[src/rtl/ama_riscv_reg_dump_if.sv]
// ama_riscv_reg_dump_if
// Bundles the register-dump engine's control, register-file read port and
// streaming output into one interface.
//   master : the dump engine (drives rf_addr, stream outputs, busy/stall/done)
//   slave  : the surrounding core/debug unit (drives req/abort, rf_data, ready)
// Signals:
//   dump_req, dump_abort  start / terminate requests
//   rf_addr, rf_data      register-file read port A (asynchronous read)
//   dump_valid/ready      stream handshake
//   dump_data/idx/last    streamed register value, its index, last-beat flag
//   busy, stall_core      engine active; read-port mux select / pipeline freeze
//   done                  one-cycle pulse on normal completion
interface ama_riscv_reg_dump_if;
  logic        dump_req;
  logic        dump_abort;
  logic [4:0]  rf_addr;
  logic [31:0] rf_data;
  logic        dump_valid;
  logic        dump_ready;
  logic [31:0] dump_data;
  logic [4:0]  dump_idx;
  logic        dump_last;
  logic        busy;
  logic        stall_core;
  logic        done;

  modport master (
    input  dump_req, dump_abort, rf_data, dump_ready,
    output rf_addr, dump_valid, dump_data, dump_idx, dump_last,
           busy, stall_core, done
  );

  modport slave (
    output dump_req, dump_abort, rf_data, dump_ready,
    input  rf_addr, dump_valid, dump_data, dump_idx, dump_last,
           busy, stall_core, done
  );
endinterface

[src/rtl/ama_riscv_reg_dump.sv]
// ama_riscv_reg_dump
// Debug register-dump engine. On dump_req it stalls the core, waits
// DRAIN_CYCLES for in-flight write-backs to land, then reads registers
// START_IDX..END_IDX one at a time through register-file read port A and
// streams each value with its index over a valid/ready handshake.
// Ports:
//   clk  : clock, all state on rising edge
//   rst  : asynchronous active-high reset
//   bus  : ama_riscv_reg_dump_if.master (see interface for signal list)
// Parameters:
//   START_IDX    first register dumped (0..31)
//   END_IDX      last register dumped (START_IDX..31)
//   DRAIN_CYCLES stall cycles before the first read (1..15)
module ama_riscv_reg_dump #(
  parameter int START_IDX    = 0,
  parameter int END_IDX      = 31,
  parameter int DRAIN_CYCLES = 2
) (
  input  logic                       clk,
  input  logic                       rst,
  ama_riscv_reg_dump_if.master       bus
);

  localparam logic [2:0] IDLE  = 3'd0;
  localparam logic [2:0] DRAIN = 3'd1;
  localparam logic [2:0] READ  = 3'd2;
  localparam logic [2:0] SEND  = 3'd3;
  localparam logic [2:0] DONE  = 3'd4;

  localparam logic [4:0] START_A    = 5'(START_IDX);
  localparam logic [4:0] END_A      = 5'(END_IDX);
  localparam logic [3:0] DRAIN_LOAD = 4'(DRAIN_CYCLES - 1);

  logic [2:0]  state;
  logic [4:0]  idx;
  logic [3:0]  drain_cnt;
  logic [31:0] data_q;
  logic        active;
  logic        handshake;

  assign active    = (state != IDLE);
  assign handshake = (state == SEND) && bus.dump_ready;

  // Control and capture registers
  always_ff @(posedge clk or posedge rst) begin
    if (rst) begin
      state     <= IDLE;
      idx       <= 5'd0;
      drain_cnt <= 4'd0;
      data_q    <= 32'd0;
    end else if (active && bus.dump_abort) begin
      // Abort wins over a same-cycle handshake; that beat is treated as taken.
      state <= IDLE;
    end else begin
      case (state)
        IDLE: begin
          if (bus.dump_req) begin
            state     <= DRAIN;
            drain_cnt <= DRAIN_LOAD;
            idx       <= START_A;
          end
        end
        DRAIN: begin
          if (drain_cnt == 4'd0) state <= READ;
          else                   drain_cnt <= drain_cnt - 4'd1;
        end
        READ: begin
          data_q <= bus.rf_data;
          state  <= SEND;
        end
        SEND: begin
          if (handshake) begin
            // Termination is by equality, so the 5-bit index never wraps.
            if (idx == END_A) begin
              state <= DONE;
            end else begin
              idx   <= idx + 5'd1;
              state <= READ;
            end
          end
        end
        DONE:    state <= IDLE;
        default: state <= IDLE;
      endcase
    end
  end

  // Outputs decoded from registered state only
  assign bus.busy       = active;
  assign bus.stall_core = active;
  assign bus.rf_addr    = active ? idx : 5'd0;
  assign bus.dump_valid = (state == SEND);
  assign bus.dump_data  = data_q;
  assign bus.dump_idx   = idx;
  assign bus.dump_last  = (state == SEND) && (idx == END_A);
  assign bus.done       = (state == DONE);

endmodule

[src/flat_wrapper.sv]
// flat-port wrapper written by rule: the top's interface ports become plain ports
module ama_riscv_reg_dump_flat 
#(
  parameter int START_IDX    = 0,
  parameter int END_IDX      = 31,
  parameter int DRAIN_CYCLES = 2
)
  (clk, rst, bus_dump_req, bus_dump_abort, bus_rf_data, bus_dump_ready, bus_rf_addr, bus_dump_valid, bus_dump_data, bus_dump_idx, bus_dump_last, bus_busy, bus_stall_core, bus_done);
  ama_riscv_reg_dump_if bus_i ();
  input  logic clk;
  input  logic rst;
  input wire logic [$bits(bus_i.dump_req)-1:0] bus_dump_req;
  input wire logic [$bits(bus_i.dump_abort)-1:0] bus_dump_abort;
  input wire logic [$bits(bus_i.rf_data)-1:0] bus_rf_data;
  input wire logic [$bits(bus_i.dump_ready)-1:0] bus_dump_ready;
  output wire logic [$bits(bus_i.rf_addr)-1:0] bus_rf_addr;
  output wire logic [$bits(bus_i.dump_valid)-1:0] bus_dump_valid;
  output wire logic [$bits(bus_i.dump_data)-1:0] bus_dump_data;
  output wire logic [$bits(bus_i.dump_idx)-1:0] bus_dump_idx;
  output wire logic [$bits(bus_i.dump_last)-1:0] bus_dump_last;
  output wire logic [$bits(bus_i.busy)-1:0] bus_busy;
  output wire logic [$bits(bus_i.stall_core)-1:0] bus_stall_core;
  output wire logic [$bits(bus_i.done)-1:0] bus_done;
  assign bus_i.dump_req = bus_dump_req;
  assign bus_i.dump_abort = bus_dump_abort;
  assign bus_i.rf_data = bus_rf_data;
  assign bus_i.dump_ready = bus_dump_ready;
  assign bus_rf_addr = bus_i.rf_addr;
  assign bus_dump_valid = bus_i.dump_valid;
  assign bus_dump_data = bus_i.dump_data;
  assign bus_dump_idx = bus_i.dump_idx;
  assign bus_dump_last = bus_i.dump_last;
  assign bus_busy = bus_i.busy;
  assign bus_stall_core = bus_i.stall_core;
  assign bus_done = bus_i.done;
  ama_riscv_reg_dump #(.START_IDX(START_IDX), .END_IDX(END_IDX), .DRAIN_CYCLES(DRAIN_CYCLES)) u_core (.clk(clk), .rst(rst), .bus(bus_i));
endmodule
[config.mk]
export PLATFORM = sky130hd
export DESIGN_NAME = ama_riscv_reg_dump_flat
export DESIGN_NICKNAME = d
export VERILOG_FILES = /design/src/rtl/ama_riscv_reg_dump_if.sv /design/src/rtl/ama_riscv_reg_dump.sv /design/src/flat_wrapper.sv
export SDC_FILE = /design/constraint.sdc
export NUM_CORES = 1
export LEC_CHECK = 0
export ABC_AREA = 1
export ABC_CLOCK_PERIOD_IN_PS = 2200
export CORE_ASPECT_RATIO = 0.6
export CORE_MARGIN = 3
export CORE_UTILIZATION = 40
export DETAILED_ROUTE_END_ITERATION = 7
export DONT_BUFFER_PORTS = 1
export SYNTH_ARGS = -nofsm -noshare
export SYNTH_HDL_FRONTEND = slang
export SYNTH_SLANG_ARGS = --single-unit
[constraint.sdc]
create_clock -name clk -period 2.2 [get_ports clk]
set_input_delay 0.22 -clock clk [delete_from_list [all_inputs] [get_ports clk]]
set_output_delay 0.22 -clock clk [all_outputs]
set_load 0.01 [all_outputs]
==> summary.txt, run 1 <==
Run status
  • Status: complete, no violations

Clock network
  • CTS buffer count: 5
  • Clock root buffer: clkbuf_8
  • Sink Count: 44
  • Setup repair bufs after CTS: 0
  • CTS Buffer Depth: 2
  • Worst-skew pair later-pin latency: 0.28 ns
  • CTS tree: done
  • Clock-pin slew on the worst setup and hold paths: 0.08 ns
  • CTS H-tree lvls: 2

Power and ir drop
  • Comb power frac: 0.371
  • Switch Pwr: 1410 uW
  • Sequential Power Share: 0.482
  • Pwr Density: 1340 nW/um2
  • Clk pwr share: 0.147
  • Post-layout power: 3190 uW
  • Sw Ratio: 0.442
  • Cell Int Power: 1780 uW
  • Max VDD drop: 0.000436 V
  • Leakage: 0.00128 uW

Timing
  • Setup tns final: 0 ns
  • RSZ-0062 raised after global routing: no
  • Fin. Hold Viols: 0
  • Max-slew violations: 0
  • Clock Skews: 0.00792 ns
  • Crit path time final: 1.85 ns
  • Fin Hold WS: 0.0648 ns
  • Fin crit share: 0.840
  • F_max: 541 MHz
  • Final count of negative-setup-slack endpoints: 0
  • Slew @ Worst Pin: 0.548 ns
  • Slew HR: 0.635

Place
  • RePlAce Congestion: 0.869
  • Placed cell count: 325
  • Port bufs: 0
  • Post-DP HPWL: 3.21 mm
  • DP Area: 2280 um2

Route
  • DR pass1 iterations: 4
  • Residual DRC count: 0
  • Final antenna-violating net count: 0
  • Routed vias/inst: 4.70
  • Routed wire per std cell: 12.9 um
  • DR iter-0 viols: 105
  • Via count: 1566
  • WL final: 4.29 mm

Global routing
  • Largest net degree at the start of global routing: 65
  • Met2 usage: 0.181
  • Vias in the first global route: 1487
  • Global-route track usage on met3: 0.0556
  • Gr usage total: 0.134
  • M1 GR Usage: 0.201
  • Initial antenna violation count: 0
  • First-pass GRT wire length: 7.04 mm
  • Busiest grt layer: met1
  • Gr ovfl total: 0

Logic synthesis
  • Mapped Area: 2250 um2
  • Unique cell type count in the Yosys netlist: 22
  • Sequential-to-total area share from yosys stat: 0.489
  • Synth Warn #: 0
  • Synth top area share: 0.489
  • Avg Cell Area, Syn: 8.50 um2
  • EDFF count, synth: 0
  • Post-Syn Nets: 305
  • Synth top area cells: dfrtp_1 (49%), o21ai_2 (12%), nand2_1 (12%)
  • Main synth FF type: dfrtp_1
  • Cell type with the largest total area after synthesis: dfrtp_1
  • Most common cell in the netlist: nand2_1
  • Post-synth ARST share: 1.00
  • Synth Instances: 265
  • Post-synth top cells: nand2_1 (72), inv_1 (55), dfrtp_1 (44)
  • Flops & latches, synth: 44

Final layout
  • Layout cells sized above 1: 0.184
  • Diode count: 0
  • Post-Layout Cell Count: 333
  • Nets@finish: 307
  • FILL cells: 526
  • Post-route cell area: 2370 um2
  • Area Overhead vs Synth: 5.39%

Setup path
  • CP Capture Type: output port
  • Max Fanout on Critical Path: 6
  • Crit path kind: flop to output port
  • CP Launch Type: flop
  • Arrival time at the worst endpoint: 1.63 ns
  • Worst Path Required: 1.98 ns

Die
  • CORE AREA: 5260 um2
  • Die W: 103 um
  • Starting Density: 0.429
  • DIE AREA: 6600 um2
  • # rows: 20
  • Die height: 64.1 um
  • IO Count: 84

Run
  • Max-Cap Viols: 0

Hold path
  • Hold WC Path Type: input port to flop
## cell type report
class                           instances  area [um2]  share of cell area
Sequential cell                        44        1100               0.464
Tap cell                               66        82.6              0.0348
Clock buffer                            5        68.8              0.0290
Clock inverter                          2        12.5             0.00527
Inverter                               56         210              0.0885
Timing Repair Buffer                    3        37.5              0.0158
Multi-Input combinational cell        157         862               0.363
## metrics by stage
step                      utilization  setup WS [ns]
final                           0.452          0.351
after global routing            0.452          0.200
after CTS                       0.452          0.352
after detailed placement        0.435          0.460
after global placement          0.435          0.487
after floorplan                     -          0.664
## layout by cell type (no fill, tap or decap)
cell | netlist | routed
nor3b_1 | 1 | 1
nand2_1 | 72 | 72
xnor2_1 | 1 | 1
nand3_1 | 16 | 16
buf_12 | 0 | 1
nand4_1 | 3 | 3
nor2_4 | 1 | 1
inv_1 | 55 | 54
dfrtp_1 | 44 | 44
ha_1 | 3 | 3
a21oi_1 | 2 | 2
dlygate4sd3_1 | 0 | 1
nor2_2 | 2 | 2
clkinvlp_4 | 0 | 1
clkbuf_8 | 0 | 5
o21ai_2 | 32 | 32
nor3_1 | 1 | 1
buf_4 | 1 | 1
nand2_4 | 2 | 2
inv_2 | 1 | 2
clkinv_2 | 0 | 1
nand3_4 | 1 | 1
o21ai_0 | 3 | 3
o21ai_1 | 1 | 1
nor2_1 | 16 | 16
## critical path, cell delays in order (launching register included)
cell     delay, ns
dfrtp_1       0.50
ha_1          0.22
nand2_1       0.06
nor2_1        0.13
ha_1          0.22
nand2_1       0.07
inv_1         0.14
## routing by layer
metal,wire length (um),up-vias
li1,-,805
met1,2150,706
met2,1710,55
met3,433,0
met4,0,0
met5,0,-
## logic make-up (layout without fill, tap and decap cells)
kind of cell               after synthesis  count (layout)  share of synthesized area
xor gates and xnor gates                 1               1                    0.00389
and+or+nand+nor                        115             115                      0.224
adders and majority gates                3               3                     0.0167
AOI/OAI and AO/OA                       38              38                      0.138
DFF                                     44              44                      0.489
buffers and inverters                   64              66                      0.129
## power by group through the flow
stage	sequential, uW	clock (uW)	combinational (uW)
floorplan	1460	0	1090
CTS	1540	506	1200
detailed placement	1550	0	1200
global placement	1550	0	1170
finish	1540	470	1180
global route	1590	540	1370
## worst paths after layout
check,from,endpoint,slack [ns],cells past startpoint
setup / recovery,u_core.bus.dump_idx[0],bus_dump_last,0.35,6
min in group asynchronous,rst,u_core.drain_cnt[3],0.52,3
max in group asynchronous,rst,u_core.bus.dump_data[15],1.30,3
setup reg to reg,u_core.bus.dump_idx[0],u_core.bus.dump_idx[4],0.42,8
hold reg to reg,u_core.drain_cnt[1],u_core.drain_cnt[1],0.48,2
hold / removal,bus_rf_data[11],u_core.bus.dump_data[11],0.06,2
## registers in the layout, indices dropped and copies added, names as in the netlist
register	flops
u_core.bus.dump_data	32
u_core.bus.dump_idx	5
u_core.drain_cnt	4
u_core.state	3
## timing repair
action	4_1_cts	5_1_grt
endpoints found under the hold margin	44	0
resized for setup	0	0
hold buffers	1	0
(Power assumes the default switching activity.)
==> run 2, diff against run 1 <==
Settings changed: ABC_CLOCK_PERIOD_IN_PS 2200 to 1900.
Clock period 2.2 ns to 1.9 ns, I/O delays scaled along.
==> run 2 against run 1 <==
Against the previous run:
- critical path type is now flop to flop
- highest routed layer is now met4
- cell count grew 0.90%
- count of clock-buffer cells in the layout stayed put
- clock skew is essentially flat
- non-clock buffer count is 3 higher
- die area unchanged
- largest cell class unchanged
==> summary.txt, run 2 (synthesis gave the netlist of run 1 again) <==
Final layout
  • Nets@finish: 310
  • Layout cells sized above 1: 0.196
  • Max FFs per register: 32
  • Most common cell after layout, fill and taps aside: nand2_1
  • Diode count: 0
  • FILL cells: 520
  • Area of the multi-input gates: 862 um2
  • Commonest non-fill, non-tap cells in the layout: nand2_1 (72), inv_1 (54), dfrtp_1 (43)
  • Area Overhead vs Synth: 6.44%
  • Post-Layout Cell Count: 336
  • FF/Latch Area: 1100 um2

Hold path
  • Hold WC Path Type: input port to flop
  • Min-Delay Path Depth: 2
  • Hold endpoint: u_core.bus.dump_data[17]
  • Worst Hold Launch: bus_rf_data[17]

Timing
  • RSZ-0062 raised after global routing: no
  • Fin crit share: 0.903
  • Fin. Hold Viols: 0
  • Final count of negative-setup-slack endpoints: 0
  • Max-slew violations: 0
  • Setup tns final: 0 ns
  • Slew HR: 0.680
  • Fin worst setup slack: 0.184 ns
  • Slew @ Worst Pin: 0.479 ns
  • F_max: 583 MHz
  • Crit path time final: 1.72 ns
  • Clock Skews: 0.00770 ns

Power and ir drop
  • Leakage: 0.00129 uW
  • Pwr Density: 1560 nW/um2
  • Max VDD drop: 0.000638 V

Clock network
  • CTS buffer count: 5
  • CTS H-tree lvls: 2
  • CTS Buffer Depth: 2
  • Worst-skew pair later-pin latency: 0.29 ns
  • Clock-pin slew on the worst setup and hold paths: 0.08 ns
  • Sink Count: 44
  • Clock root buffer: clkbuf_8
  • CTS tree: done

Setup path
  • R2r endpoint: u_core.bus.dump_idx[1]
  • Worst-case reg-to-reg path depth: 8
  • Crit path kind: flop to flop
  • CP Capture Type: flop
  • Worst Path Required: 2.08 ns
  • Flop2flop setup slack: 0.18 ns
  • Critical R2R Launch: u_core.bus.dump_idx[1]
  • Max Fanout on Critical Path: 5
  • CP Launch Type: flop
  • Arrival time at the worst endpoint: 1.90 ns

Run
  • Max-Cap Viols: 0

Route
  • DR pass1 iterations: 4
  • Via count: 1621
  • Residual DRC count: 0
  • Routed vias/inst: 4.82
  • WL final: 4.47 mm
  • Final antenna-violating net count: 0
  • Routed wire per std cell: 13.3 um
  • DR iter-0 viols: 93

Place
  • Post-DP HPWL: 3.42 mm
  • Setup WS pre-CTS: 0.199 ns
  • Placed cell count: 328
  • RePlAce Congestion: 0.828
  • Port bufs: 0

Die
  • DIE AREA: 6600 um2
  • # rows: 20
  • CORE AREA: 5260 um2
  • Die W: 103 um
  • IO Count: 84
  • Die height: 64.1 um
  • Starting Density: 0.429

Run status
  • Status: complete, no violations

Global routing
  • First-pass GRT wire length: 7.39 mm
  • Gr usage total: 0.142
  • Largest net degree at the start of global routing: 33
  • Initial antenna violation count: 0
  • Gr ovfl total: 0
  • Vias in the first global route: 1602
-- run 2: worst max-delay path by stage --
stage	to	slack, ns	from
finish	u_core.bus.dump_idx[1]	0.18	u_core.bus.dump_idx[1]
global placement	u_core.bus.dump_idx[1]	0.26	u_core.bus.dump_idx[1]
CTS	bus_dump_last	0.13	u_core.bus.dump_idx[1]
detailed placement	u_core.bus.dump_idx[1]	0.20	u_core.bus.dump_idx[1]
floorplan	u_core.bus.dump_idx[0]	0.36	u_core.bus.dump_idx[0]
global route	u_core.bus.dump_idx[3]	0.01	u_core.bus.dump_idx[1]
-- run 2: through the flow --
| stage | total power [uW] | area, um2 | utilization | hold WS, ns |
|---|---|---|---|---|
| finish | 3730 | 2400 | 0.456 | 0.0258 |
| global route | 4090 | 2400 | 0.456 | 0.0164 |
| CTS | 3790 | 2400 | 0.456 | 0.0175 |
| detailed placement | 3210 | 2310 | 0.439 | 0.136 |
| global placement | 3180 | 2310 | 0.439 | 0.129 |
| floorplan | 2950 | 2250 | - | 0.331 |
-- run 2: layout make-up --
type	count	area share
sequential	44	0.460
multi-input combinational	157	0.359
inverter	56	0.0876
tap	66	0.0344
clock buffer	5	0.0287
timing repair buffer	6	0.0250
clock inverter	2	0.00522
-- run 2: power by group --
| part | internal [uW] | total, uW | leakage [uW] | switching [uW] |
|---|---|---|---|---|
| Sequential | 1320 | 1760 | 0.000561 | 443 |
| Clock | 249 | 552 | 0.0000400 | 303 |
| Combinational | 515 | 1420 | 0.000692 | 906 |
-- run 2: routing by layer --
metal | vias up | part of all wire | track usage
met1 | 744 | 0.48 | 0.191
li1 | 810 | - | -
met3 | 2 | 0.10 | 0.0600
met4 | 0 | 0.0036 | 0.0388
met5 | - | 0 | 0
met2 | 65 | 0.41 | 0.208
-- run 2: worst max-delay path, stage by stage, from the launching register on --
cell     delay [ns]
dfrtp_2        0.46
ha_1           0.21
nand2_1        0.09
nor2_1         0.05
ha_1           0.22
o21ai_0        0.17
nand4_1        0.23
nand2_1        0.13
nand2_1        0.05
-- run 2: timing repair --
action | CTS | global route
hold buffers | 1 | 0
resized for setup | 0 | 1
endpoints found under the hold margin | 21 | 0
setup buffers | 0 | 0
endpoints found under the setup margin | 0 | 5
==> run 3, diff against run 2 <==
--- a/config.mk
+++ b/config.mk
@@ -10,3 +10,3 @@
 export CORE_ASPECT_RATIO = 0.6
-export CORE_MARGIN = 3
+export CORE_MARGIN = 2
 export CORE_UTILIZATION = 40
@@ -14,2 +14,3 @@
 export DONT_BUFFER_PORTS = 1
+export SKIP_LAST_GASP = 1
 export SYNTH_ARGS = -nofsm -noshare
--- a/constraint.sdc
+++ b/constraint.sdc
@@ -3,2 +3,2 @@
 set_output_delay 0.19 -clock clk [all_outputs]
-set_load 0.01 [all_outputs]
+set_load 0.1 [all_outputs]
==> run 3 against run 2 <==
Against the previous run:
- maximum frequency down 5.6%
- first-iteration DRC count down 29%
- die area down 5.0%
- routed wire length up 6.6%
- cell count up 15%
- global-route usage up 1.5 points
- setup slack worse by 0.10 ns
- critical path depth down 1
- register-to-register slack better by 0.04 ns
- flip-flop and latch count unchanged
- non-clock buffer count up 48
- critical endpoint is now bus_dump_last
- largest cell class unchanged
==> summary.txt, run 3 (synthesis gave the netlist of run 1 again) <==
Timing
  • Fin. Hold Viols: 0
  • Max-slew violations: 0
  • Final count of negative-setup-slack endpoints: 0
  • Clock Skews: 0.00748 ns
  • Fin Hold WS: 0.0206 ns
  • Slew @ Worst Pin: 0.603 ns
  • Fin crit share: 0.957
  • Crit path time final: 1.82 ns
  • Slew HR: 0.598
  • F_max: 550 MHz

Final layout
  • Diode count: 0
  • Commonest non-fill, non-tap cells in the layout: nand2_1 (70), inv_1 (53), buf_4 (46)
  • Layout cells sized above 1: 0.367
  • Most common cell after layout, fill and taps aside: nand2_1
  • Area Overhead vs Synth: 30.2%
  • Nets@finish: 358
  • Max FFs per register: 32

Clock network
  • CTS H-tree lvls: 2
  • Sink Count: 44
  • Post-cts resize count: 0
  • Worst-skew pair later-pin latency: 0.29 ns
  • Clock-pin slew on the worst setup and hold paths: 0.09 ns
  • CTS tree: done
  • CTS buffer count: 5
  • Clock root buffer: clkbuf_8
  • CTS Buffer Depth: 2

Global routing
  • First-pass GRT wire length: 7.87 mm
  • Vias in the first global route: 1632
  • Gr ovfl total: 0
  • Initial antenna violation count: 0
  • Largest net degree at the start of global routing: 50
  • Gr usage total: 0.157

Setup path
  • Crit path kind: flop to output port
  • Crit path largest cell delay: 0.49 ns
  • CP dominant cell by count: nand2_2
  • Flop2flop setup slack: 0.22 ns
  • Worst Path Required: 1.71 ns
  • Worst-case reg-to-reg path depth: 8
  • Largest delay share family, worst path: flip-flops
  • Crit path cell chain: ha_4, nand2_2, nor2_1, ha_2, nand2_2, clkinvlp_4, buf_12
  • CP Capture Type: output port
  • Arrival time at the worst endpoint: 1.63 ns
  • Worst path bufs/invs: 2
  • CP Launch Type: flop
  • Max Fanout on Critical Path: 4
  • Critical R2R Launch: u_core.bus.dump_idx[0]
  • R2r endpoint: u_core.bus.dump_idx[0]
  • Critical path's slowest cell: dfrtp_4

Hold path
  • Hold endpoint: u_core.bus.dump_data[25]
  • Worst Hold Launch: bus_rf_data[25]
  • Hold WC Path Type: input port to flop
  • Min-Delay Path Depth: 2

Route
  • DR pass1 iterations: 4
  • Final antenna-violating net count: 0
  • Via count: 1771
  • Routed vias/inst: 4.56
  • WL final: 4.76 mm
  • DR iter-0 viols: 66
  • Residual DRC count: 0
  • Routed wire per std cell: 12.3 um

Place
  • Post-DP HPWL: 3.61 mm
  • Port bufs: 0
  • RePlAce Congestion: 0.824

Die
  • DIE AREA: 6270 um2
  • Die height: 62.1 um
  • CORE AREA: 5490 um2
  • IO Count: 84
  • Die W: 101 um
  • # rows: 21
  • Starting Density: 0.410

Run
  • Max-Cap Viols: 0

Run status
  • Status: complete, no violations
-- run 3: stage by stage --
step                setup slack, ns  utilization  setup TNS, ns  instances  area [um2]
finish                       0.0826        0.534              0        388        2930
global route              -0.000903        0.534      -0.000903        388        2930
CTS                          0.0596        0.533              0        387        2930
detailed placement            0.241        0.510              0        378        2800
global placement              0.249        0.510              0        378        2800
floorplan                    -0.581            -          -2.98        265        2300
-- run 3: layout make-up --
class	instances	area [um2]
clock buffer	5	68.8
fill	513	2560
timing repair buffer	54	495
multi-input combinational	157	911
inverter	56	214
tap	69	86.3
clock inverter	3	46.3
sequential	44	1110
-- run 3: timing repair --
action | CTS | global route
hold buffers | 1 | 0
hold endpoints to repair | 20 | 0
setup endpoints to repair | 0 | 1
setup buffers | 0 | 1
-- run 3: worst max path at each step --
stage                                 from                     end  depth (start not counted)
global placement    u_core.bus.dump_idx[1]  u_core.bus.dump_idx[1]                          8
finish              u_core.bus.dump_idx[0]           bus_dump_last                          7
floorplan                  u_core.state[1]          bus_rf_addr[0]                          5
CTS                 u_core.bus.dump_idx[1]           bus_dump_last                          7
detailed placement  u_core.bus.dump_idx[1]  u_core.bus.dump_idx[0]                          8
global route        u_core.bus.dump_idx[0]           bus_dump_last                          7
-- run 3: routing by layer --
metal | track usage | share of wire | routed length [um]
met1 | 0.240 | 0.52 | 2480
met2 | 0.207 | 0.40 | 1890
met3 | 0.0608 | 0.078 | 372
met5 | 0 | 0 | 0
met4 | 0.0372 | 0.0044 | 21
Power of run 3 is left out: the tool's default activity adds up to more than one toggle a clock period on the data nets, which glitch-free logic cannot reach.
